<file path="src/rtl/axis_delay_calib_pkg.sv">
// Shared types and constants for the delay calibration controller.
// Optional feature macro: CALIB_RETRY_EN (see axis_delay_calib_ctrl).
package axis_delay_calib_pkg;

   typedef enum logic [2:0] {
      ST_IDLE    = 3'd0,
      ST_SETTLE  = 3'd1,
      ST_MEASURE = 3'd2,
      ST_EVAL    = 3'd3,
      ST_NEXT    = 3'd4,
      ST_FINISH  = 3'd5
   } state_e;

   localparam int MAX_RETRY = 3;
   localparam int SCORE_W   = 16;

   // Counter width for values 0..bound-1, never narrower than one bit.
   function automatic int cnt_w(input int bound);
      return (bound > 1) ? $clog2(bound) : 1;
   endfunction

endpackage

</file>
<file path="src/rtl/calib_match_counter.sv">
// Windowed pattern-match counter; saturates at WINDOW.
module calib_match_counter
   import axis_delay_calib_pkg::*;
#(
   parameter int WINDOW = 64,
   parameter int CW     = cnt_w(WINDOW + 1)
) (
   input  logic          clk,
   input  logic          rst,
   input  logic          clear,
   input  logic          enable,
   input  logic          match,
   output logic [CW-1:0] score
);

   logic [CW-1:0] score_r;

   // Score accumulation, cleared ahead of each measurement window.
   always_ff @(posedge clk) begin
      if (rst || clear) begin
         score_r <= '0;
      end else if (enable && match && (score_r != CW'(WINDOW))) begin
         score_r <= score_r + CW'(1);
      end else begin
         score_r <= score_r;
      end
   end

   assign score = score_r;

endmodule

</file>
<file path="src/rtl/axis_delay_calib_ctrl.sv">
// Sweeps coarse/fine delay settings, scores each against a training pattern
// and keeps the best one. Define CALIB_RETRY_EN to re-sweep on a failed lock.
module axis_delay_calib_ctrl
   import axis_delay_calib_pkg::*;
#(
   parameter int                    DATA_WIDTH       = 256,
   parameter int                    SAMPLE_PER_CYCLE = 16,
   parameter int                    MAX_COARSE       = 7,
   parameter int                    SETTLE_CYCLES    = 4,
   parameter int                    WINDOW           = 64,
   parameter logic [DATA_WIDTH-1:0] PATTERN          = {16{16'h5A5A}},
   parameter int                    LOCK_THRESHOLD   = 48
) (
   input  logic                  clk,
   input  logic                  rst,
   input  logic                  start,
   input  logic [DATA_WIDTH-1:0] s_axis_tdata,
   input  logic                  s_axis_tvalid,
   output logic [15:0]           fine_delay,
   output logic [3:0]            coarse_delay,
   output logic                  busy,
   output logic                  done,
   output logic                  locked,
   output logic [15:0]           best_score
);

   localparam int FW = cnt_w(SAMPLE_PER_CYCLE);
   localparam int CW = cnt_w(MAX_COARSE + 1);
   localparam int SW = cnt_w(WINDOW + 1);
   localparam int PW = cnt_w((SETTLE_CYCLES > WINDOW) ? SETTLE_CYCLES : WINDOW);

   state_e          state_r, state_nxt_s;
   logic [PW-1:0]   phase_r, phase_nxt_s;
   logic [FW-1:0]   cand_fine_r, cand_fine_nxt_s, best_fine_r, best_fine_nxt_s;
   logic [CW-1:0]   cand_coarse_r, cand_coarse_nxt_s, best_coarse_r, best_coarse_nxt_s;
   logic [SW-1:0]   best_score_r, best_score_nxt_s, score_s;
   logic            locked_r, locked_nxt_s, busy_r, busy_nxt_s, done_r, done_nxt_s;
   logic [15:0]     fine_delay_r;
   logic [3:0]      coarse_delay_r;
   logic            lock_ok_s, final_s, match_s;
`ifdef CALIB_RETRY_EN
   logic [1:0]      retry_r, retry_nxt_s;
`endif

   assign match_s   = s_axis_tvalid && (s_axis_tdata == PATTERN);
   assign lock_ok_s = (SCORE_W'(best_score_r) >= SCORE_W'(LOCK_THRESHOLD));
`ifdef CALIB_RETRY_EN
   assign final_s   = lock_ok_s || (retry_r == 2'(MAX_RETRY));
`else
   assign final_s   = 1'b1;
`endif

   calib_match_counter #(.WINDOW(WINDOW), .CW(SW)) u_match (
      .clk    (clk),
      .rst    (rst),
      .clear  (state_r == ST_SETTLE),
      .enable (state_r == ST_MEASURE),
      .match  (match_s),
      .score  (score_s)
   );

   // Next-state and datapath update for the sweep FSM.
   always_comb begin
      state_nxt_s       = state_r;
      phase_nxt_s       = phase_r;
      cand_fine_nxt_s   = cand_fine_r;
      cand_coarse_nxt_s = cand_coarse_r;
      best_fine_nxt_s   = best_fine_r;
      best_coarse_nxt_s = best_coarse_r;
      best_score_nxt_s  = best_score_r;
      locked_nxt_s      = locked_r;
      busy_nxt_s        = busy_r;
      done_nxt_s        = 1'b0;
`ifdef CALIB_RETRY_EN
      retry_nxt_s       = retry_r;
`endif
      case (state_r)
         ST_IDLE: begin
            if (start) begin
               state_nxt_s       = ST_SETTLE;
               phase_nxt_s       = '0;
               cand_fine_nxt_s   = '0;
               cand_coarse_nxt_s = '0;
               best_fine_nxt_s   = '0;
               best_coarse_nxt_s = '0;
               best_score_nxt_s  = '0;
               locked_nxt_s      = 1'b0;
               busy_nxt_s        = 1'b1;
`ifdef CALIB_RETRY_EN
               retry_nxt_s       = 2'd0;
`endif
            end else begin
               state_nxt_s = ST_IDLE;
            end
         end
         ST_SETTLE: begin
            if (phase_r == PW'(SETTLE_CYCLES - 1)) begin
               phase_nxt_s = '0;
               state_nxt_s = ST_MEASURE;
            end else begin
               phase_nxt_s = phase_r + PW'(1);
            end
         end
         ST_MEASURE: begin
            if (phase_r == PW'(WINDOW - 1)) begin
               phase_nxt_s = '0;
               state_nxt_s = ST_EVAL;
            end else begin
               phase_nxt_s = phase_r + PW'(1);
            end
         end
         ST_EVAL: begin
            // Strictly greater: on a tie the earlier setting wins.
            if (score_s > best_score_r) begin
               best_score_nxt_s  = score_s;
               best_fine_nxt_s   = cand_fine_r;
               best_coarse_nxt_s = cand_coarse_r;
            end else begin
               best_score_nxt_s  = best_score_r;
            end
            state_nxt_s = ST_NEXT;
         end
         ST_NEXT: begin
            if (cand_fine_r != FW'(SAMPLE_PER_CYCLE - 1)) begin
               cand_fine_nxt_s = cand_fine_r + FW'(1);
               state_nxt_s     = ST_SETTLE;
            end else if (cand_coarse_r != CW'(MAX_COARSE)) begin
               cand_fine_nxt_s   = '0;
               cand_coarse_nxt_s = cand_coarse_r + CW'(1);
               state_nxt_s       = ST_SETTLE;
            end else begin
               state_nxt_s = ST_FINISH;
               done_nxt_s  = final_s;
            end
         end
         ST_FINISH: begin
            locked_nxt_s = lock_ok_s;
            if (final_s) begin
               state_nxt_s = ST_IDLE;
               busy_nxt_s  = 1'b0;
            end else begin
               state_nxt_s       = ST_SETTLE;
               phase_nxt_s       = '0;
               cand_fine_nxt_s   = '0;
               cand_coarse_nxt_s = '0;
               best_fine_nxt_s   = '0;
               best_coarse_nxt_s = '0;
               best_score_nxt_s  = '0;
`ifdef CALIB_RETRY_EN
               retry_nxt_s       = retry_r + 2'd1;
`endif
            end
         end
         default: begin
            state_nxt_s = ST_IDLE;
            busy_nxt_s  = 1'b0;
         end
      endcase
   end

   // State and registered outputs; delay outputs follow the candidate while busy.
   always_ff @(posedge clk) begin
      if (rst) begin
         state_r        <= ST_IDLE;
         phase_r        <= '0;
         cand_fine_r    <= '0;
         cand_coarse_r  <= '0;
         best_fine_r    <= '0;
         best_coarse_r  <= '0;
         best_score_r   <= '0;
         locked_r       <= 1'b0;
         busy_r         <= 1'b0;
         done_r         <= 1'b0;
         fine_delay_r   <= 16'd0;
         coarse_delay_r <= 4'd0;
`ifdef CALIB_RETRY_EN
         retry_r        <= 2'd0;
`endif
      end else begin
         state_r        <= state_nxt_s;
         phase_r        <= phase_nxt_s;
         cand_fine_r    <= cand_fine_nxt_s;
         cand_coarse_r  <= cand_coarse_nxt_s;
         best_fine_r    <= best_fine_nxt_s;
         best_coarse_r  <= best_coarse_nxt_s;
         best_score_r   <= best_score_nxt_s;
         locked_r       <= locked_nxt_s;
         busy_r         <= busy_nxt_s;
         done_r         <= done_nxt_s;
         fine_delay_r   <= busy_nxt_s ? 16'(cand_fine_nxt_s) : 16'(best_fine_nxt_s);
         coarse_delay_r <= busy_nxt_s ? 4'(cand_coarse_nxt_s) : 4'(best_coarse_nxt_s);
`ifdef CALIB_RETRY_EN
         retry_r        <= retry_nxt_s;
`endif
      end
   end

   assign fine_delay   = fine_delay_r;
   assign coarse_delay = coarse_delay_r;
   assign busy         = busy_r;
   assign done         = done_r;
   assign locked       = locked_r;
   assign best_score   = 16'(best_score_r);

endmodule
</file>
<file path="config.mk">
export PLATFORM = sky130hd
export DESIGN_NAME = axis_delay_calib_ctrl
export DESIGN_NICKNAME = d
export VERILOG_FILES = /design/src/rtl/axis_delay_calib_pkg.sv /design/src/rtl/calib_match_counter.sv /design/src/rtl/axis_delay_calib_ctrl.sv
export SDC_FILE = /design/constraint.sdc
export NUM_CORES = 1
export LEC_CHECK = 0
export CAP_MARGIN = 30
export CORE_AREA = 2 2 117 119
export CTS_BUF_LIST = sky130_fd_sc_hd__clkbuf_4 sky130_fd_sc_hd__clkbuf_8
export DETAILED_ROUTE_END_ITERATION = 16
export DIE_AREA = 0 0 119 121
export HOLD_SLACK_MARGIN = 0.15
export PLACE_DENSITY = 0.71
export SLEW_MARGIN = 20
export SYNTH_ARGS = -nofsm -noshare
export SYNTH_HDL_FRONTEND = slang
export SYNTH_SLANG_ARGS = --single-unit
</file>
<file path="constraint.sdc">
create_clock -name clk -period 3.3 [get_ports clk]
set_input_delay 0.495 -clock clk [delete_from_list [all_inputs] [get_ports clk]]
set_output_delay 0.495 -clock clk [all_outputs]
set_load 0.1 [all_outputs]
</file>
; Yosys cells after proc, flatten, opt, wreduce, memory -nomap -nowiden
; Cells that the tools add are included.
[totals]
out_inout_bits = 39
regBits = 60
[op_classes]
reduce_logical = 14
eq_ne = 15
mux = 34
n_lt_le_gt_ge = 2
addsub = 4
n_bitwise = 1
[op_table]
columns = operator, n
row1 = 256-bit by 255-bit == test with 1-bit output (second input constant), 1
row2 = 3-bit 2-to-1 mux, 10
row3 = 4-bit 2-to-1 mux, 6
row4 = 6-bit 2-to-1 mux, 3
row5 = 6-bit case mux with 3 select lines, 1
row6 = 4-bit case mux with 2 select lines, 2
row7 = 3-bit case mux with 5 select lines, 1
row8 = 7-bit 2-to-1 mux, 2
row9 = 7-bit case mux with 2 select lines, 1
row10 = 3-bit case mux with 2 select lines, 2
row11 = 2-bit inequality test (second input constant), 4
row12 = 7-bit by 1-bit adder with 7-bit output (second input constant), 1
row13 = 7-bit by 6-bit greater-or-equal comparator with 1-bit output (second input constant), 1
row14 = 7-bit > comparator, 1
row15 = 7-bit inequality test (second input constant), 1
row16 = 6-bit by 1-bit adder with 6-bit output (second input constant), 1
row17 = 3-bit by 2-bit == test with 1-bit output (second input constant), 2
row18 = 3-bit == test (second input constant), 2
row19 = 6-bit by 2-bit == test with 1-bit output (second input constant), 1
row20 = 6-bit == test (second input constant), 1
row21 = 2-bit AND reduction, 3
row22 = 4-bit by 1-bit adder with 4-bit output (second input constant), 1
row23 = 1-bit 2-to-1 mux, 4
row24 = 4-bit inequality test (second input constant), 1
row25 = 13 further kinds, 17

; Depth between registers and ports, before layout
; Gate-level depths: netlist of the first run.
[logic_depth]
ltp_word = 5
depth_mapped = 9

; By module
; A second synthesis of the first run with hierarchy kept.
[unflattened]
cells_unflattened = 393
hier_area_um2 = 3362.0
[modules_own_cells]
columns = mod, cells_each, area_each_um2, n_inst, seq_area_each_um2
row1 = axis_delay_calib_ctrl, 349, 3000.4, 1, 800.8
row2 = calib_match_counter, 44, 361.6, 1, 140.1

; Worst setup path before layout of the first run
; Ideal clock, no wire load.
[synth_timing]
kind = register to register
startpoint = register best_score_r[4]
endpoint = register fine_delay_r[3], in the netlist fine_delay[3]
setup_slack_ps = 213
path_stages_with_launch = 10
synth_period_minus_slack_ps = 3087
t_arrival_ps = 2945
t_required_ps = 3158
setup_time_ps = 142
cell_sequence = dfxtp_1 -> inv_1 -> ha_1 -> a21o_1 -> a21oi_1 -> nor2b_1 -> o31ai_2 -> buf_2 -> mux2i_1 -> a22oi_1
[synth_via]
elab_chain_cells = 4
[synth_rtl]
columns = item, line_no
row1 = "start, declared", axis_delay_calib_ctrl.sv:36  ; logic [SW-1:0] best_score_r, best_score_nxt_s, score_s;
row2 = "start signal, assigned", axis_delay_calib_ctrl.sv:186  ; best_score_r <= best_score_nxt_s;
row3 = 7-bit > comparator, axis_delay_calib_ctrl.sv:114  ; if (score_s > best_score_r) begin
row4 = 4-bit 2-to-1 mux, axis_delay_calib_ctrl.sv:114
row5 = 4-bit case mux with 2 select lines, axis_delay_calib_ctrl.sv:77  ; case (state_r)
row6 = 4-bit 2-to-1 mux, axis_delay_calib_ctrl.sv:190  ; fine_delay_r <= busy_nxt_s ? 16'(cand_fine_nxt_s) : 16'(best_fine_nxt_s);
row7 = "end signal, assigned", axis_delay_calib_ctrl.sv:190
row8 = "end, declared", axis_delay_calib_ctrl.sv:38  ; logic [15:0] fine_delay_r;
; Every way passes these cells.
; A chain may end at the register's enable or synchronous reset.

; Worst setup path in the final report of the first run
[layout_timing]
startpoint = input port s_axis_tdata[64]
endpoint = register u_match.score_r[3], in the netlist u_match.score[3]
[layout_via]
elab_chain_cells = 4
[layout_rtl]
columns = item, line_no
row1 = "start, declared", axis_delay_calib_ctrl.sv:17  ; input logic [DATA_WIDTH-1:0] s_axis_tdata,
row2 = 256-bit by 255-bit == test with 1-bit output, axis_delay_calib_ctrl.sv:45  ; assign match_s = s_axis_tvalid && (s_axis_tdata == PATTERN);
row3 = 1-bit logical AND, axis_delay_calib_ctrl.sv:45
row4 = 1-bit logical AND (2 in a row), calib_match_counter.sv:22  ; end else if (enable && match && (score_r != CW'(WINDOW))) begin
row5 = "end signal, assigned", calib_match_counter.sv:23  ; score_r <= score_r + CW'(1);
row6 = "end signal, assigned", calib_match_counter.sv:25  ; score_r <= score_r;
row7 = "end, declared", calib_match_counter.sv:16  ; logic [CW-1:0] score_r;
; Every way passes these cells.

==> reports/metrics.yaml, run 1 <==
synth-simple-area-share_pct: 41.6
critical-path-max-stage-delay_ps: 700
syn_inst: 391
crit_path_start: "s_axis_tdata[64]"
fp.dieW_um: 119
dr.pass1.iters: 5
p_clk_share_pct: 27.1
p_per_area_mw_per_mm2: 258
final_area_mm2: 0.00633
yosys-mux-area-fraction_pct: 4.27
hold_viol: 0
grt_max_degree: 27
yosysTopAreaCellShare_pct: 28.7
synth_compound_area_share_pct: 11.3
synth_xor_area_share_pct: 0.802
gp_congestion: 0.874
grt_pass1_wl_mm: 21.9
globalRouteOverflowTotal: 0
intPower_mw: 1.13
seq_area_um2: 941
area_delta_synth_final_pct: 93.1
synthAdderAreaFrac_pct: 4.58
synth_area_mm2: 0.00328
finClkSkew_ps: 9.38
postCtsHoldBufs: 0
fp.dieH_um: 121
r2r-end: "u_match.score[3]"
grt_usage_pct: 19.7
r2r_start: "state_r[2]"
ctsResizeCount: 0
rows: 42
combPwrFrac_pct: 37.0
cts_max_path_buffers: 2
rsz0062_at_grt: "no"
crit_slowest_cell: "nor4b_1"
fin_util_pct: 48.4
htreeDepth: 2
min_path_type: "reg -> reg"
tightest_slew_ps: 969
clock_latency_ps: 300
cp.buffers_inverters: 1
cp.depth: 7
path_clk_slew_ps: 100
fin_crit_ps: 3050
crit_path_max_fanout: 7
drt_wl_total_mm: 14.7
fin_crit_sh_pct: 92.4
wire_per_inst_um: 17.2
p_sw_uw: 496
viasPerCell: 4.83
avgSynthCellArea_um2: 8.38
synth_area_leaders: "dfxtp_1, nor4bb_1, buf_4"
drc: 0
cp_data_required_time_ps: 3530
fin_setup_tns_ps: 0
postCtsSetupBuffers: 0
path_cells: "clkdlybuf4s50_1 > nor4b_1 > nand4_1 > nor4_1 > nand4_1 > or4_1 > a21oi_1"
grt_antenna_before_repair: 4
drive_above_1_share_pct: 5.78
worst_slack_ps: 252
drtIter0Drc: 214
coreArea_mm2: 0.0131
dp_slack_ps: 35.8
antenna_left: 0
async_flop_share_pct: 0
synth_warnings: 0
yosysTopAreaCell: "dfxtp_1"
crit_top_cell: "nand4_1"
final_cell_mix: "clkdlybuf4s50_1, dfxtp_1, nor2_1"
stdcell_count: 854
cts_buffers: 5
status: "completed"
die_area_mm2: 0.0144
drv_cap: 0
r2r_setup_slack_ps: 700
crit_family: "simple AND/OR/NAND/NOR gates"
setup_viol: 0
cts-root-buf: "clkbuf_8"
synth_cell_types: 52
crit_path_end_kind: "flop"
p_seq_share_pct: 35.9
r2r_cells: 7
dr_total_vias: 4127
place.port_buffers: 276
synth_top_family_by_area: "simple AND/OR/NAND/NOR gates"
ys.flop_type: "dfxtp_1"
synth_edf_count: 0
p_total_mw: 1.63
cts_tree: "yes"
multiInputGateArea_mm2: 0.00213
dp_hpwl_mm: 12.9
grt_pass1_vias: 4125
dpl_cell_area_mm2: 0.00621
p_sw_share_pct: 30.4
cts.sinks: 47
cp-start-kind: "input port"
timing.fmax_mhz: 328
maxSlewHeadroom_pct: 35.2
dp_cells: 843
p_leak_nw: 2.46
arrival_ps: 3280
synth_seq_area_share_pct: 28.7
start_util_pct: 25.1
layout_commonest_cell: "clkdlybuf4s50_1"
fillers: 1216
finalNetCount: 946
io_pins: 299
endpoint: "u_match.score[3]"
worstSetupPathType: "in -> reg"
whs_ps: 503
slew_violations: 0
ys_ff_latch: 47
irDropWorstVdd_mv: 0.153
[cell usage after synthesis (all sizes together) (2+ instances only)]
| cell | n |
|---|---|
| dfxtp | 47 |
| nor2 | 37 |
| nor4bb | 28 |
| buf | 26 |
| a21oi | 21 |
| inv | 18 |
| nand4 | 18 |
| nand3 | 16 |
| nor4b | 15 |
| mux2i | 14 |
| nand2 | 14 |
| and4b | 12 |
| ha | 12 |
| o21ai | 12 |
| nor2b | 10 |
| clkbuf | 8 |
| nor3b | 7 |
| nor4 | 7 |
| a22oi | 6 |
| nand3b | 6 |
| o31ai | 6 |
| nand2b | 5 |
| nor3 | 5 |
| a31oi | 4 |
| or2 | 4 |
| or4 | 4 |
| a21o | 3 |
| and3 | 3 |
| o21a | 3 |
| and2 | 2 |
| and4 | 2 |
| nand4b | 2 |
| or3 | 2 |
| or4b | 2 |
| xnor2 | 2 |
[metal layers]
metal / global-route usage (%) / vias to the layer above / share of wire [%]
li1: - / 2001 / -
met1: 24.8 / 1898 / 43
met2: 33.2 / 220 / 46
met3: 6.91 / 8 / 10
met4: 3.05 / 0 / 0.68
met5: 0 / - / 0
[flip-flops by register name (all words and copies together) (netlist names), 3 cells and up]
register	flops
state_r	3
best_score_r	7
u_match.score	7
cand_fine_r	4
best_fine_r	4
best_coarse_r	3
cand_coarse_r	3
phase_r	6
fine_delay	4
coarse_delay	3
[worst reg2reg max path: stages, from the launching register on]
cell and delay (ps):
dfxtp_1 460, nor2_1 270, nand4_1 220, nor4_1 370, buf_4 170, nand4_1 250
or4_1 590, a21oi_1 200
[how the worst min path moves through the flow]
stage / to / start / cells after the start
after global placement: best_score_r[1] / best_score_r[1] / 2
after detailed placement: best_score_r[0] / best_score_r[0] / 2
after CTS: best_score_r[0] / best_score_r[0] / 2
final: best_score_r[1] / best_score_r[1] / 2
after floorplan: u_match.score[6] / u_match.score[6] / 2
after global routing: best_score_r[0] / best_score_r[0] / 2
[final cells by class]
| cell class | instances | share of cell area, % |
|---|---|---|
| multi-input combinational | 313 | 33.7 |
| antenna | 3 | 0.119 |
| clock inverter | 3 | 0.751 |
| tap | 176 | 3.48 |
| sequential | 47 | 14.9 |
| timing repair buffer | 289 | 44.9 |
| inverter | 18 | 1.07 |
| clock buffer | 5 | 1.09 |
[power by group through the flow]
stage	combinational [mW]	clock [mW]	sequential, mW
3_3_place_gp	0.596	0	0.598
2_1_floorplan	0.209	0	0.656
6_report	0.604	0.441	0.585
4_1_cts	0.605	0.447	0.585
5_1_grt	0.634	0.471	0.587
3_5_place_dp	0.602	0	0.598
[logic make-up after synthesis]
| logic type | Yosys count |
|---|---|
| AOI/OAI and AO/OA | 60 |
| xor gates and xnor gates | 3 |
| adders and majority gates | 12 |
| buffers and inverters | 52 |
| DFF | 47 |
| muxes | 14 |
| other | 1 |
| and+or+nand+nor | 202 |
Power figures use the tool's default switching activity.
==> run 2, diff against run 1 <==
Settings changed: GPL_TIMING_DRIVEN from default to 0.
==> reports/metrics.yaml, run 2 (same netlist as run 1, synthesis figures left out) <==
grt_pass1_wl_mm: 22.4
grt_pass1_vias: 4217
fin_crit_ps: 3210
viasPerCell: 4.80
final_cell_mix: "clkdlybuf4s50_1, dfxtp_1, nor2_1"
ctsResizeCount: 0
area_delta_synth_final_pct: 98.6
drc: 0
crit_slowest_cell: "nor4bb_1"
fp.dieW_um: 119
cp.buffers_inverters: 2
path_cells: "clkdlybuf4s50_1 > nor4bb_1 > nand4_1 > nor4_1 > nand4_1 > buf_2 > or4_1 > a21oi_1"
crit_top_cell: "nand4_1"
finClkSkew_ps: 13.2
dpl_cell_area_mm2: 0.00639
wire_per_inst_um: 17.5
cts.sinks: 47
cp-start-kind: "input port"
globalRouteOverflowTotal: 0
cts-root-buf: "clkbuf_8"
crit_family: "simple AND/OR/NAND/NOR gates"
arrival_ps: 3450
cts_max_path_buffers: 2
layout_commonest_cell: "clkdlybuf4s50_1"
drtIter0Drc: 326
grt_usage_pct: 20.3
dr.pass1.iters: 4
cts_buffers: 5
fp.dieH_um: 121
coreArea_mm2: 0.0131
crit_path_end_kind: "flop"
drt_wl_total_mm: 15.4
timing.fmax_mhz: 312
antenna_left: 0
p_leak_nw: 2.53
postCtsHoldBufs: 0
fin_crit_sh_pct: 97.1
fin_util_pct: 49.8
path_clk_slew_ps: 100
place.port_buffers: 276
drv_cap: 0
htreeDepth: 2
maxSlewHeadroom_pct: 32.6
setup_viol: 0
gp_congestion: 0.869
status: "completed"
final_area_mm2: 0.00651
die_area_mm2: 0.0144
drive_above_1_share_pct: 6.73
cts_tree: "yes"
rsz0062_at_grt: "no"
grt_max_degree: 18
tightest_slew_ps: 1010
slew_violations: 0
clock_latency_ps: 310
worstSetupPathType: "in -> reg"
cp_data_required_time_ps: 3550
min_path_type: "reg -> reg"
start_util_pct: 25.1
r2r_setup_slack_ps: 440
dr_total_vias: 4224
irDropWorstVdd_mv: 0.158
rows: 42
p_per_area_mw_per_mm2: 241
hold_viol: 0
finalNetCount: 969
critical-path-max-stage-delay_ps: 800
grt_antenna_before_repair: 3
io_pins: 299
crit_path_max_fanout: 10
postCtsSetupBuffers: 0
dp_hpwl_mm: 13.6
run 2: stage by stage:
step / setup slack (ps) / total power [mW] / hold slack [ps] / TNS, ps / cells
final: 94.3 / 1.57 / 510 / 0 / 880
after global routing: 1.81 / 1.63 / 540 / 0 / 874
after CTS: 193 / 1.58 / 519 / 0 / 874
after detailed placement: -127 / 1.22 / 499 / -231 / 866
after global placement: -34.1 / 1.21 / 485 / -62.2 / 864
after floorplan: 213 / 0.865 / 467 / 0 / 412
run 2: path summary, 6_finish.rpt:
| check | start | endpoint | cells past startpoint |
|---|---|---|---|
| hold reg to reg | locked | locked | 2 |
| hold / removal | locked | locked | 2 |
| setup / recovery | s_axis_tdata[102] | u_match.score[2] | 8 |
| setup reg to reg | best_score_r[1] | fine_delay[3] | 9 |
run 2: power by group:
group | internal (mW) | switching, mW
clock | 0.155 | 0.212
combinational | 0.342 | 0.282
sequential | 0.578 | 0.00437
run 2: area by class of cell:
class / instances / area, um^2
well taps: 176 / 220
flip-flops and latches: 47 / 941
clock inverters: 3 / 25.0
multi-input cells: 313 / 2140
inverters: 18 / 67.6
diodes: 6 / 15.0
plain buffers: 34 / 214
clock buffers: 5 / 68.8
repair buffers: 278 / 2820
fillers: 1249 / 6580
run 2: metal layers:
| layer | vias to the layer above | global-route usage [%] | share of wire [%] |
|---|---|---|---|
| met3 | 15 | 6.86 | 10 |
| met1 | 1935 | 25.1 | 41 |
| met4 | 0 | 3.50 | 0.85 |
| met5 | - | 0 | 0 |
| li1 | 2062 | - | - |
| met2 | 212 | 34.8 | 47 |
run 2: worst register-to-register path: cells and delay by family, from the launching register on:
family	cells	cell delay [ps]
AOI/OAI and AO/OA	4	1150
adders and majority gates	1	300
DFF	1	380
and+or+nand+nor	1	130
buffers and inverters	2	470
muxes	1	290
==> run 3, diff against run 2 <==
Settings changed: REMOVE_ABC_BUFFERS from default to 1.
Clock period 3.3 ns to 3.4 ns, I/O delays scaled along.
==> reports/metrics.yaml, run 3 (same netlist as run 1, synthesis figures left out) <==
path_clk_slew_ps: 80
grt_max_degree: 42
globalRouteOverflowTotal: 0
cts-root-buf: "clkbuf_8"
dp_hpwl_mm: 13.0
htreeDepth: 2
p_per_area_mw_per_mm2: 247
p_sw_uw: 456
drv_cap: 0
layout_commonest_cell: "clkdlybuf4s50_1"
cts_buffers: 5
p_seq_share_pct: 36.5
maxSlewHeadroom_pct: 32.7
cp-start-kind: "input port"
dp_cells: 832
fp.dieW_um: 119
drt_wl_total_mm: 14.9
dr_total_vias: 4089
crit_path_max_fanout: 11
grt_pass1_vias: 4090
clock_latency_ps: 300
drive_above_1_share_pct: 3.62
drtIter0Drc: 230
die_area_mm2: 0.0144
arrival_ps: 3550
p_clk_share_pct: 26.2
drc: 0
slew_violations: 0
status: "completed"
cp_data_required_time_ps: 3630
intPower_mw: 1.10
final_cell_mix: "clkdlybuf4s50_1, dfxtp_1, nor2_1"
worstSetupPathType: "in -> reg"
whs_ps: 501
postCtsSetupBuffers: 0
cts.sinks: 47
place.port_buffers: 276
io_pins: 299
wire_per_inst_um: 17.7
tightest_slew_ps: 1010
timing.fmax_mhz: 301
grt_usage_pct: 19.8
finClkSkew_ps: 10.1
irDropWorstVdd_mv: 0.166
p_leak_nw: 2.40
cts_tree: "yes"
ctsResizeCount: 0
setup_viol: 0
p_sw_share_pct: 29.4
coreArea_mm2: 0.0131
hold_viol: 0
start_util_pct: 25.1
gp_congestion: 0.881
postCtsHoldBufs: 0
fillers: 1243
rsz0062_at_grt: "no"
combPwrFrac_pct: 37.3
grt_antenna_before_repair: 5
fin_crit_ps: 3320
stdcell_count: 843
area_delta_synth_final_pct: 91.8
grt_pass1_wl_mm: 21.7
crit_path_end_kind: "flop"
antenna_left: 0
min_path_type: "reg -> reg"
viasPerCell: 4.85
fp.dieH_um: 121
cts_max_path_buffers: 2
fin_setup_tns_ps: 0
finalNetCount: 935
rows: 42
fin_crit_sh_pct: 97.8
dr.pass1.iters: 4
## run 3: critical path, stage by stage
cell and delay, ps:
clkdlybuf4s50_1 400, nor4b_1 770, nand4_1 170, nor4_1 460, nand4_1 440, or4_1 640
a21oi_1 160
## run 3: path summary, 6_finish.rpt
path	start	endpoint	slack [ps]	depth (start not counted)
min	best_score_r[1]	best_score_r[1]	500	2
max	s_axis_tdata[64]	u_match.score[3]	80	7
max reg2reg	state_r[2]	u_match.score[3]	590	6
min reg2reg	best_score_r[1]	best_score_r[1]	500	2
## run 3: stage by stage
stage | cell area (um^2) | setup slack (ps) | total power [mW] | util [%]
6_report | 6290 | 75.0 | 1.55 | 48.0
5_1_grt | 6280 | 66.6 | 1.61 | 48.0
4_1_cts | 6260 | 94.2 | 1.56 | 47.9
3_5_place_dp | 6160 | -205 | 1.16 | 47.1
3_3_place_gp | 6130 | -93.3 | 1.15 | 46.8
2_1_floorplan | 3140 | 119 | 0.813 | -
## run 3: routing by layer
metal	GRT usage, %	share of wire (%)	vias to the layer above
met5	0	0.23	-
met4	2.83	0.53	6
met3	6.16	9.9	12
met2	34.6	48	221
met1	24.3	41	1867
li1	-	-	1983
## run 3: cell type report
cell class	count	area, um^2	share of cell area (%)
Inverter	18	67.6	1.07
Antenna cell	4	10.0	0.159
Tap cell	176	220	3.50
Multi-Input combinational cell	313	2160	34.4
Sequential cell	47	941	15.0
Clock inverter	1	30.0	0.478
Clock buffer	6	76.3	1.21
Timing Repair Buffer	278	2780	44.2
## run 3: power by group through the flow
| stage | Clock (mW) | Combinational [mW] | Sequential (mW) |
|---|---|---|---|
| floorplan | 0 | 0.174 | 0.639 |
| detailed placement | 0 | 0.578 | 0.580 |
| finish | 0.407 | 0.580 | 0.568 |
| global route | 0.436 | 0.607 | 0.569 |
| CTS | 0.415 | 0.580 | 0.568 |
| global placement | 0 | 0.570 | 0.580 |
